**src/rtl/mem_arbiter.sv**
```systemverilog
// Round-robin arbiter from NUM_DEV requester channels onto one tagged memory port; routes answers back by tag.
// Optional MEM_ARB_ERR_EN adds a sticky err_orphan flag for answers whose tag has no recorded owner.
module mem_arbiter #(
  parameter int unsigned NUM_DEV = 2,
  parameter int unsigned BLK_W   = 64,
  parameter int unsigned IDX_W   = 32,
  parameter int unsigned TAG_W   = 4,
  parameter int unsigned MAX_OUT = 4
) (
  input  logic                       clock,
  input  logic                       reset,
  input  logic [2*NUM_DEV-1:0]       dev_qry_cmd,
  input  logic [BLK_W*NUM_DEV-1:0]   dev_qry_blk,
  input  logic [IDX_W*NUM_DEV-1:0]   dev_qry_idx,
  output logic [TAG_W*NUM_DEV-1:0]   dev_ack,
  output logic [BLK_W*NUM_DEV-1:0]   dev_ans_blk,
  output logic [TAG_W*NUM_DEV-1:0]   dev_ans_tag,
  output logic [1:0]                 mem_qry_cmd,
  output logic [BLK_W-1:0]           mem_qry_blk,
  output logic [IDX_W-1:0]           mem_qry_idx,
  input  logic [TAG_W-1:0]           mem_ack,
  input  logic [BLK_W-1:0]           mem_ans_blk,
  input  logic [TAG_W-1:0]           mem_ans_tag
`ifdef MEM_ARB_ERR_EN
  ,
  output logic                       err_orphan
`endif
);

  localparam int unsigned CH_W  = (NUM_DEV > 1) ? $clog2(NUM_DEV) : 1;
  localparam int unsigned CNT_W = 4;
  localparam int unsigned NTAG  = 1 << TAG_W;

  typedef enum logic [1:0] {
    CMD_NONE  = 2'd0,
    CMD_LOAD  = 2'd1,
    CMD_STORE = 2'd2,
    CMD_RSVD  = 2'd3
  } cmd_e;

  typedef logic [CH_W-1:0] ch_t;

  function automatic ch_t rr_ch(input ch_t base, input int unsigned off);
    int unsigned s;
    s = 32'(base) + off;
    return ch_t'(s % NUM_DEV);
  endfunction

  ch_t                rr_q, rr_d;
  logic [NTAG-1:0]    own_vld_q, own_vld_d;
  ch_t                own_ch_q [NTAG];
  ch_t                own_ch_d [NTAG];
  logic [CNT_W-1:0]   cnt_q [NUM_DEV];
  logic [CNT_W-1:0]   cnt_d [NUM_DEV];

  logic [NUM_DEV-1:0] elig;
  logic               gnt_vld;
  ch_t                gnt_ch;
  cmd_e               gnt_cmd;
  logic               accept;
  logic               ans_hit;
  ch_t                ans_ch;

  always_comb begin
    for (int unsigned c = 0; c < NUM_DEV; c++) begin
      elig[c] = ((cmd_e'(dev_qry_cmd[2*c +: 2]) == CMD_LOAD) && (cnt_q[c] < CNT_W'(MAX_OUT))) ||
                (cmd_e'(dev_qry_cmd[2*c +: 2]) == CMD_STORE);
    end
  end

  // First eligible channel scanning upward from rr_q; nothing is granted while reset is high.
  always_comb begin
    gnt_vld = 1'b0;
    gnt_ch  = '0;
    for (int unsigned i = 0; i < NUM_DEV; i++) begin
      if (!gnt_vld && !reset && elig[rr_ch(rr_q, i)]) begin
        gnt_vld = 1'b1;
        gnt_ch  = rr_ch(rr_q, i);
      end
    end
  end

  always_comb begin
    gnt_cmd     = CMD_NONE;
    mem_qry_blk = '0;
    mem_qry_idx = '0;
    dev_ack     = '0;
    for (int unsigned c = 0; c < NUM_DEV; c++) begin
      if (gnt_vld && (gnt_ch == ch_t'(c))) begin
        gnt_cmd                = cmd_e'(dev_qry_cmd[2*c +: 2]);
        mem_qry_blk            = dev_qry_blk[BLK_W*c +: BLK_W];
        mem_qry_idx            = dev_qry_idx[IDX_W*c +: IDX_W];
        dev_ack[TAG_W*c +: TAG_W] = mem_ack;
      end
    end
    mem_qry_cmd = gnt_cmd;
  end

  assign accept  = gnt_vld && (mem_ack != '0);
  assign ans_hit = !reset && (mem_ans_tag != '0) && own_vld_q[mem_ans_tag];
  assign ans_ch  = own_ch_q[mem_ans_tag];

  always_comb begin
    dev_ans_blk = '0;
    dev_ans_tag = '0;
    for (int unsigned c = 0; c < NUM_DEV; c++) begin
      if (ans_hit && (ans_ch == ch_t'(c))) begin
        dev_ans_blk[BLK_W*c +: BLK_W] = mem_ans_blk;
        dev_ans_tag[TAG_W*c +: TAG_W] = mem_ans_tag;
      end
    end
  end

  // Answer frees its entry before the accept writes, so a same-tag accept in the same cycle wins.
  always_comb begin
    rr_d      = rr_q;
    own_vld_d = own_vld_q;
    own_ch_d  = own_ch_q;
    if (accept) rr_d = rr_ch(gnt_ch, 1);
    if (ans_hit) own_vld_d[mem_ans_tag] = 1'b0;
    if (accept && (gnt_cmd == CMD_LOAD)) begin
      own_vld_d[mem_ack] = 1'b1;
      own_ch_d[mem_ack]  = gnt_ch;
    end
    for (int unsigned c = 0; c < NUM_DEV; c++) begin
      cnt_d[c] = cnt_q[c];
      if (accept && (gnt_cmd == CMD_LOAD) && (gnt_ch == ch_t'(c))) begin
        if (!(ans_hit && (ans_ch == ch_t'(c)))) cnt_d[c] = cnt_q[c] + 1'b1;
      end else if (ans_hit && (ans_ch == ch_t'(c))) begin
        cnt_d[c] = cnt_q[c] - 1'b1;
      end
    end
  end

  always_ff @(posedge clock) begin
    if (reset) begin
      rr_q      <= '0;
      own_vld_q <= '0;
      for (int unsigned c = 0; c < NUM_DEV; c++) cnt_q[c] <= '0;
    end else begin
      rr_q      <= rr_d;
      own_vld_q <= own_vld_d;
      own_ch_q  <= own_ch_d;
      cnt_q     <= cnt_d;
    end
  end

`ifdef MEM_ARB_ERR_EN
  logic orphan;
  assign orphan = !reset && (mem_ans_tag != '0) && !own_vld_q[mem_ans_tag];

  always_ff @(posedge clock) begin
    if (reset)       err_orphan <= 1'b0;
    else if (orphan) err_orphan <= 1'b1;
  end
`endif

endmodule

```
**config.mk**
```make
export PLATFORM = sky130hd
export DESIGN_NAME = mem_arbiter
export DESIGN_NICKNAME = d
export VERILOG_FILES = /design/src/rtl/mem_arbiter.sv
export SDC_FILE = /design/constraint.sdc
export NUM_CORES = 1
export LEC_CHECK = 0
export CAP_MARGIN = 40
export CORE_AREA = 2 2 200 202
export DETAILED_ROUTE_END_ITERATION = 8
export DIE_AREA = 0 0 202 204
export HOLD_SLACK_MARGIN = 0.15
export PLACE_DENSITY_LB_ADDON = 0.05
export SETUP_SLACK_MARGIN = 0.05
export SLEW_MARGIN = 30
export SYNTH_ARGS = -nofsm -noshare
export SYNTH_HDL_FRONTEND = slang
export SYNTH_SLANG_ARGS = --single-unit
```
**constraint.sdc**
```tcl
create_clock -name clock -period 4.3 [get_ports clock]
set_input_delay 1.29 -clock clock [delete_from_list [all_inputs] [get_ports clock]]
set_output_delay 1.29 -clock clock [all_outputs]
set_load 0.01 [all_outputs]
```
==> results.sh, run 1 <==
export IMPL_ios=512
export IMPL_synth_top_family_by_area="compound AO/OA/AOI/OAI gates"
export IMPL_fp_dieW_um=202
export IMPL_final_cell_mix="clkdlybuf4s50_1, buf_6, and3_4, a22o_1, buf_4"
export IMPL_overflow=0
export IMPL_violations="negative setup slack"
export IMPL_core_area_um2=39180
export IMPL_drive_gt1_share_pct=51.71
export IMPL_syn2layout_area_growth_pct=214.6
export IMPL_grt_pass1_wl_mm=50.84
export IMPL_cp_end_kind="output port"
export IMPL_ir_drop_v=0.0001572
export IMPL_fillers=3950
export IMPL_numCtsBuffers=5
export IMPL_synth_cells=511
export IMPL_clk_latency_ns=0.29
export IMPL_synth_edf_count=16
export IMPL_status="complete, but fails checks"
export IMPL_wl_mm=38.93
export IMPL_rows=73
export IMPL_async_flop_share_pct=0
export IMPL_crit_type="in -> out"
export IMPL_synth_xor_area_share_pct=0.4153
export IMPL_place_ws_ns=-0.9760
export IMPL_gp_congestion=0.7966
export IMPL_cp_arrival_ns=3.19
export IMPL_regToRegSetupSlack_ns=1.38
export IMPL_setup_slack_ns=-0.1844
export IMPL_tns_ns=-13.08
export IMPL_cp_start_kind="input pin"
export IMPL_ys_seq_area_share_pct=23.26
export IMPL_dieArea_um2=41210
export IMPL_synthesis_nets=787
export IMPL_final_common_cell="clkdlybuf4s50_1"
export IMPL_grt_antenna_before_repair=4
export IMPL_die_h_um=204
export IMPL_drtIter0Drc=205
export IMPL_yosys_warnings=0
export IMPL_seq_area_um2=980.9
export IMPL_synthDistinctLibCells=56
export IMPL_synth_simple_area_share_pct=30.38
export IMPL_clkSlewWorstSetupHoldPaths_ns=0.07
export IMPL_wl_per_cell_um=23.37
export IMPL_route_detailed_drc=0
export IMPL_max_stage_delay_ns=0.50
export IMPL_root_buffer="clkbuf_16"
export IMPL_htree_num_levels=2
export IMPL_first_pass_iters=4
export IMPL_clockBufferDepth=2
export IMPL_multi_input_area_um2=3715
export IMPL_via_per_inst=4.212
export IMPL_synth_mux_area_share_pct=4.479
export IMPL_port_buffer_count=511
export IMPL_synth_flop_cell="dfxtp_1"
export IMPL_initial_core_util_pct=10.76
export IMPL_setup_viol=179
export IMPL_synth_seq_cells=41
export IMPL_finalCritPeriodShare_pct=104.3
export IMPL_ant_nets=0
export IMPL_crit_required_ns=3.01
export IMPL_synth_compound_area_share_pct=32.19
export IMPL_nets=1414
export IMPL_grt_max_degree=32
export IMPL_power_total_mw=2.355
export IMPL_max_freq_mhz=223.0
export IMPL_path_cells="buf_12 > buf_12 > buf_12 > mux4_2 > nand2_2 > and4_4 > buf_12 > buf_12 > buf_6 > buf_6 > and3_4 > buf_6"
export IMPL_min_path_type="reg -> reg"
export IMPL_hold_buffers=0
export IMPL_fin_skew_ns=0.003264
export IMPL_rsz0062_at_grt="true"
export IMPL_total_leakage_power_nw=5.663
export IMPL_grt_use_total_pct=16.65
export IMPL_whs_ns=0.4718
export IMPL_power_density_nw_per_um2=177.4
export IMPL_cts_tree="yes"
export IMPL_cap_viol_max_count=0
export IMPL_critPathSlowestCell="mux4_2"
export IMPL_cp_max_fo=5
export IMPL_utilization_pct=33.87
export IMPL_cts_sinks=41
export IMPL_crit_path_frequent_cell="buf_12"
export IMPL_syn_area_um2=4218
export IMPL_vias=7017
export IMPL_maxSlewViolCount=0
export IMPL_finalHoldViolCount=0
export IMPL_avgSynthCellArea_um2=8.254
export IMPL_synthAdderAreaFrac_pct=2.136
export IMPL_grt_pass1_vias=7097
export IMPL_place_hpwl_mm=27.73
export IMPL_period_minus_slack_ns=4.484
-- cells in the mapped netlist, types with 2 or more instances --
library cell | instances | area share (%)
nor2b_1 | 2 | 0.30
nand4_1 | 4 | 0.59
nand2b_1 | 6 | 0.89
buf_2 | 13 | 1.5
a22o_1 | 97 | 20
and3_1 | 143 | 21
or3_1 | 2 | 0.30
dfxtp_1 | 25 | 12
a21o_1 | 4 | 0.71
clkbuf_1 | 50 | 4.4
edfxtp_1 | 16 | 11
o21ai_1 | 3 | 0.36
inv_1 | 5 | 0.45
mux2i_1 | 2 | 0.47
mux4_2 | 7 | 3.7
nand3b_1 | 3 | 0.53
nand3_1 | 4 | 0.47
buf_6 | 2 | 0.53
nor3b_1 | 2 | 0.36
nor3_1 | 6 | 0.71
a211oi_2 | 2 | 0.59
nor2_1 | 18 | 1.6
o211ai_1 | 14 | 2.5
nand2_1 | 14 | 1.2
ha_1 | 4 | 1.2
nand3_2 | 3 | 0.71
fa_1 | 2 | 0.95
a31oi_1 | 3 | 0.45
o21ai_0 | 13 | 1.5
a2111oi_2 | 2 | 0.71
a21boi_0 | 2 | 0.36
a31o_1 | 3 | 0.62
a211oi_1 | 3 | 0.53
a21oi_1 | 10 | 1.2
-- timing repair --
item                                    CTS  global route
endpoints found under the setup margin  242           238
setup buffers                            52            27
cloned                                   21            26
pin swaps                                22            43
hold endpoints to repair                  0             0
gates resized for setup                 980           471
-- where the power goes --
| part | total, mW | internal [mW] | switching, mW |
|---|---|---|---|
| clock | 0.506 | 0.335 | 0.171 |
| sequential | 0.435 | 0.419 | 0.0159 |
| combinational | 1.41 | 0.846 | 0.567 |
| total | 2.35 | 1.60 | 0.755 |
-- per-stage QoR --
step / cell area [um2] / std cells
floorplan: 4219 / 511
global placement: 10370 / 1551
detailed placement: 10370 / 1551
CTS: 11320 / 1631
global route: 13270 / 1664
finish: 13270 / 1666
-- flip-flops by register name, indices dropped and copies added (netlist names) --
| name | cells |
|---|---|
| own_ch_q | 16 |
| cnt_q | 8 |
| rr_q | 1 |
| own_vld_q | 16 |
-- metal layers --
metal	track usage (%)	up-vias	part of all wire, %
met4	1.996	4	1.4
met3	6.250	31	8.5
li1	-	3279	-
met2	34.07	356	56
met5	0	-	0.072
met1	15.97	3347	34
-- area by class of cell --
| cell class | count | share of cell area (%) |
|---|---|---|
| Antenna cell | 2 | 0.03771 |
| Inverter | 6 | 0.1791 |
| Timing Repair Buffer | 685 | 57.99 |
| Tap cell | 525 | 4.950 |
| Clock inverter | 3 | 0.5186 |
| Multi-Input combinational cell | 399 | 27.99 |
| Clock buffer | 5 | 0.9429 |
| Sequential cell | 41 | 7.392 |
-- final timing paths --
kind	start	end	depth (start not counted)
max	mem_ans_tag[0]	dev_ans_blk[4]	12
min	own_vld_q[0]	own_vld_q[0]	1
max reg2reg	cnt_q[2]	cnt_q[3]	14
min reg2reg	own_vld_q[0]	own_vld_q[0]	1
-- cell families after synthesis --
family / count (synthesis)
multiplexers: 10
AO/OA/AOI/OAI: 166
other: 1
XOR/XNOR: 2
buffers and inverters: 71
flip-flops: 41
adder cells (fa/ha/maj): 6
AND/OR/NAND/NOR: 214
-- worst max-delay path, delay by kind of cell --
family | cells | cell delay (ns)
buffers and inverters | 8 | 0.84
AND/OR/NAND/NOR | 3 | 0.56
multiplexers | 1 | 0.50
(Power assumes the default switching activity.)
==> run 2, diff against run 1 <==
--- a/config.mk
+++ b/config.mk
@@ -6,9 +6,10 @@
 export NUM_CORES = 1
 export LEC_CHECK = 0
 export CAP_MARGIN = 40
-export CORE_AREA = 2 2 200 202
+export CORE_AREA = 2 2 202 204
 export DETAILED_ROUTE_END_ITERATION = 8
-export DIE_AREA = 0 0 202 204
+export DIE_AREA = 0 0 204 206
+export DONT_BUFFER_PORTS = 1
 export HOLD_SLACK_MARGIN = 0.15
 export PLACE_DENSITY_LB_ADDON = 0.05
 export SETUP_SLACK_MARGIN = 0.05
==> results.sh, run 2 (synthesis results as in run 1) <==
export IMPL_final_cell_mix="and3_1, a22o_1, dfxtp_1, buf_4, nor2_1"
export IMPL_period_minus_slack_ns=4.188
export IMPL_grt_antenna_before_repair=5
export IMPL_critPathBufInv=2
export IMPL_overflow=0
export IMPL_place_hpwl_mm=23.64
export IMPL_timing_hold_worst_path_depth=1
export IMPL_gp_congestion=0.8744
export IMPL_numCtsBuffers=5
export IMPL_cp_top_family="simple AND/OR/NAND/NOR gates"
export IMPL_crit_required_ns=3.01
export IMPL_status="complete, no violations"
export IMPL_root_buffer="clkbuf_16"
export IMPL_syn2layout_area_growth_pct=24.03
export IMPL_cts_tree="yes"
export IMPL_seq_power_share_pct=30.8
export IMPL_min_path_type="reg -> reg"
export IMPL_setup_slack_ns=0.1123
export IMPL_drive_gt1_share_pct=13.93
export IMPL_dp_cells=1011
export IMPL_regToRegSetupSlack_ns=1.23
export IMPL_clkSlewWorstSetupHoldPaths_ns=0.06
export IMPL_grt_max_degree=135
export IMPL_cp_end_kind="output port"
export IMPL_first_pass_iters=4
export IMPL_grt_pass1_wl_mm=35.76
export IMPL_rows=74
export IMPL_path_cells="or4b_1 > o21ai_2 > o21ai_1 > nor2_4 > buf_12 > buf_12 > a22o_1"
export IMPL_clkPwrFrac_pct=31.9
export IMPL_cts_sinks=41
export IMPL_fp_dieW_um=204
export IMPL_core_area_um2=40180
export IMPL_p_int_mw=0.8791
export IMPL_utilization_pct=13.02
export IMPL_fin_cells=1026
export IMPL_max_stage_delay_ns=0.52
export IMPL_finalCritPeriodShare_pct=97.39
export IMPL_max_freq_mhz=238.8
export IMPL_top_regs="own_ch_q (16), own_vld_q (16), cnt_q (8)"
export IMPL_cap_viol_max_count=0
export IMPL_ios=512
export IMPL_power_density_nw_per_um2=267.9
export IMPL_max_slew_worst_pin_slew_ns=0.5648
export IMPL_final_common_cell="and3_1"
export IMPL_total_leakage_power_nw=2.243
export IMPL_port_buffer_count=0
export IMPL_fin_skew_ns=0.005068
export IMPL_crit_cells=7
export IMPL_drtIter0Drc=299
export IMPL_wl_mm=28.57
export IMPL_ant_nets=0
export IMPL_crit_type="in -> out"
export IMPL_critPathSlowestCell="or4b_1"
export IMPL_cp_max_fo=33
export IMPL_post_cts_setup_buffers=0
export IMPL_crit_path_frequent_cell="buf_12"
export IMPL_htree_num_levels=2
export IMPL_nets=763
export IMPL_ir_drop_v=0.0002181
export IMPL_setup_viol=0
export IMPL_tns_ns=0
export IMPL_switchingPower_mw=0.5222
export IMPL_cp_start_kind="input pin"
export IMPL_rr_worst_depth=11
export IMPL_clockBufferDepth=2
export IMPL_via_per_inst=4.452
export IMPL_wl_per_cell_um=27.84
export IMPL_grt_pass1_vias=4378
export IMPL_dieArea_um2=42020
export IMPL_grt_use_total_pct=12.30
export IMPL_comb_power_share_pct=37.3
export IMPL_power_total_mw=1.401
export IMPL_clk_latency_ns=0.29
export IMPL_place_ws_ns=0.03199
export IMPL_cp_arrival_ns=2.90
export IMPL_die_h_um=206
export IMPL_finalHoldViolCount=0
export IMPL_vias=4568
export IMPL_route_detailed_drc=0
export IMPL_initial_core_util_pct=10.50
export IMPL_swShare_pct=37.27
export IMPL_slew_headroom_pct=62.34
export IMPL_maxSlewViolCount=0
export IMPL_rsz0062_at_grt="true"
==> run 2: cell count changes in the layout (fill, tap and decap cells not counted), sizes merged, moves of 3 or more <==
cell,before,now
clkdlybuf4s50,260,0
buf,366,33
clkdlybuf4s15,3,0
diode,2,6
dlygate4sd2,4,0
clkbuf,55,6
==> run 2: worst register-to-register path: stages, from the launching register on <==
cell and delay (ns):
dfxtp_1 0.35, or4b_1 0.57, o21ai_2 0.11, buf_4 0.15
o21a_1 0.40, nand2_1 0.22, ha_1 0.31, a21o_1 0.18
a21oi_1 0.22, a21boi_0 0.21, a31oi_1 0.12, mux2i_1 0.13
==> run 2: layer usage <==
layer / part of all wire [%] / global-route usage [%]
met3: 6.0 / 1.813
met5: 0 / 0
met1: 33 / 11.16
met4: 2.7 / 3.597
met2: 58 / 27.17
==> run 2: worst paths after layout <==
path                       start               to
hold / removal          cnt_q[7]         cnt_q[7]
setup reg to reg        cnt_q[2]         cnt_q[3]
setup / recovery  dev_qry_cmd[3]  mem_qry_blk[36]
hold reg to reg         cnt_q[7]         cnt_q[7]
==> run 2: through the flow <==
step                      cell area (um2)  hold slack, ns
after floorplan                      4219          0.4255
after global placement               5020          0.4556
after detailed placement             5020          0.4645
after CTS                            5195          0.4766
after global routing                 5226          0.4910
final                                5231          0.4733
==> run 2: cell type report <==
type / instances / area, um2
multi-input combinational: 399 / 2954
clock buffer: 5 / 125.1
inverter: 6 / 22.52
sequential: 41 / 980.9
fill: 4598 / 34950
timing repair buffer: 34 / 421.7
tap: 532 / 665.6
clock inverter: 3 / 46.29
antenna: 6 / 15.01
==> run 2: power by group through the flow <==
stage	Clock, mW	Sequential, mW	Combinational [mW]
finish	0.447	0.432	0.522
global route	0.484	0.435	0.556
detailed placement	0	0.441	0.529
CTS	0.471	0.432	0.530
floorplan	0	0.435	0.349
global placement	0	0.442	0.523
==> run 2: repair_timing <==
action,in CTS,in global routing
gates cloned,0,1
gates resized for setup,1,3
endpoints found under the setup margin,27,24
hold buffers,0,0
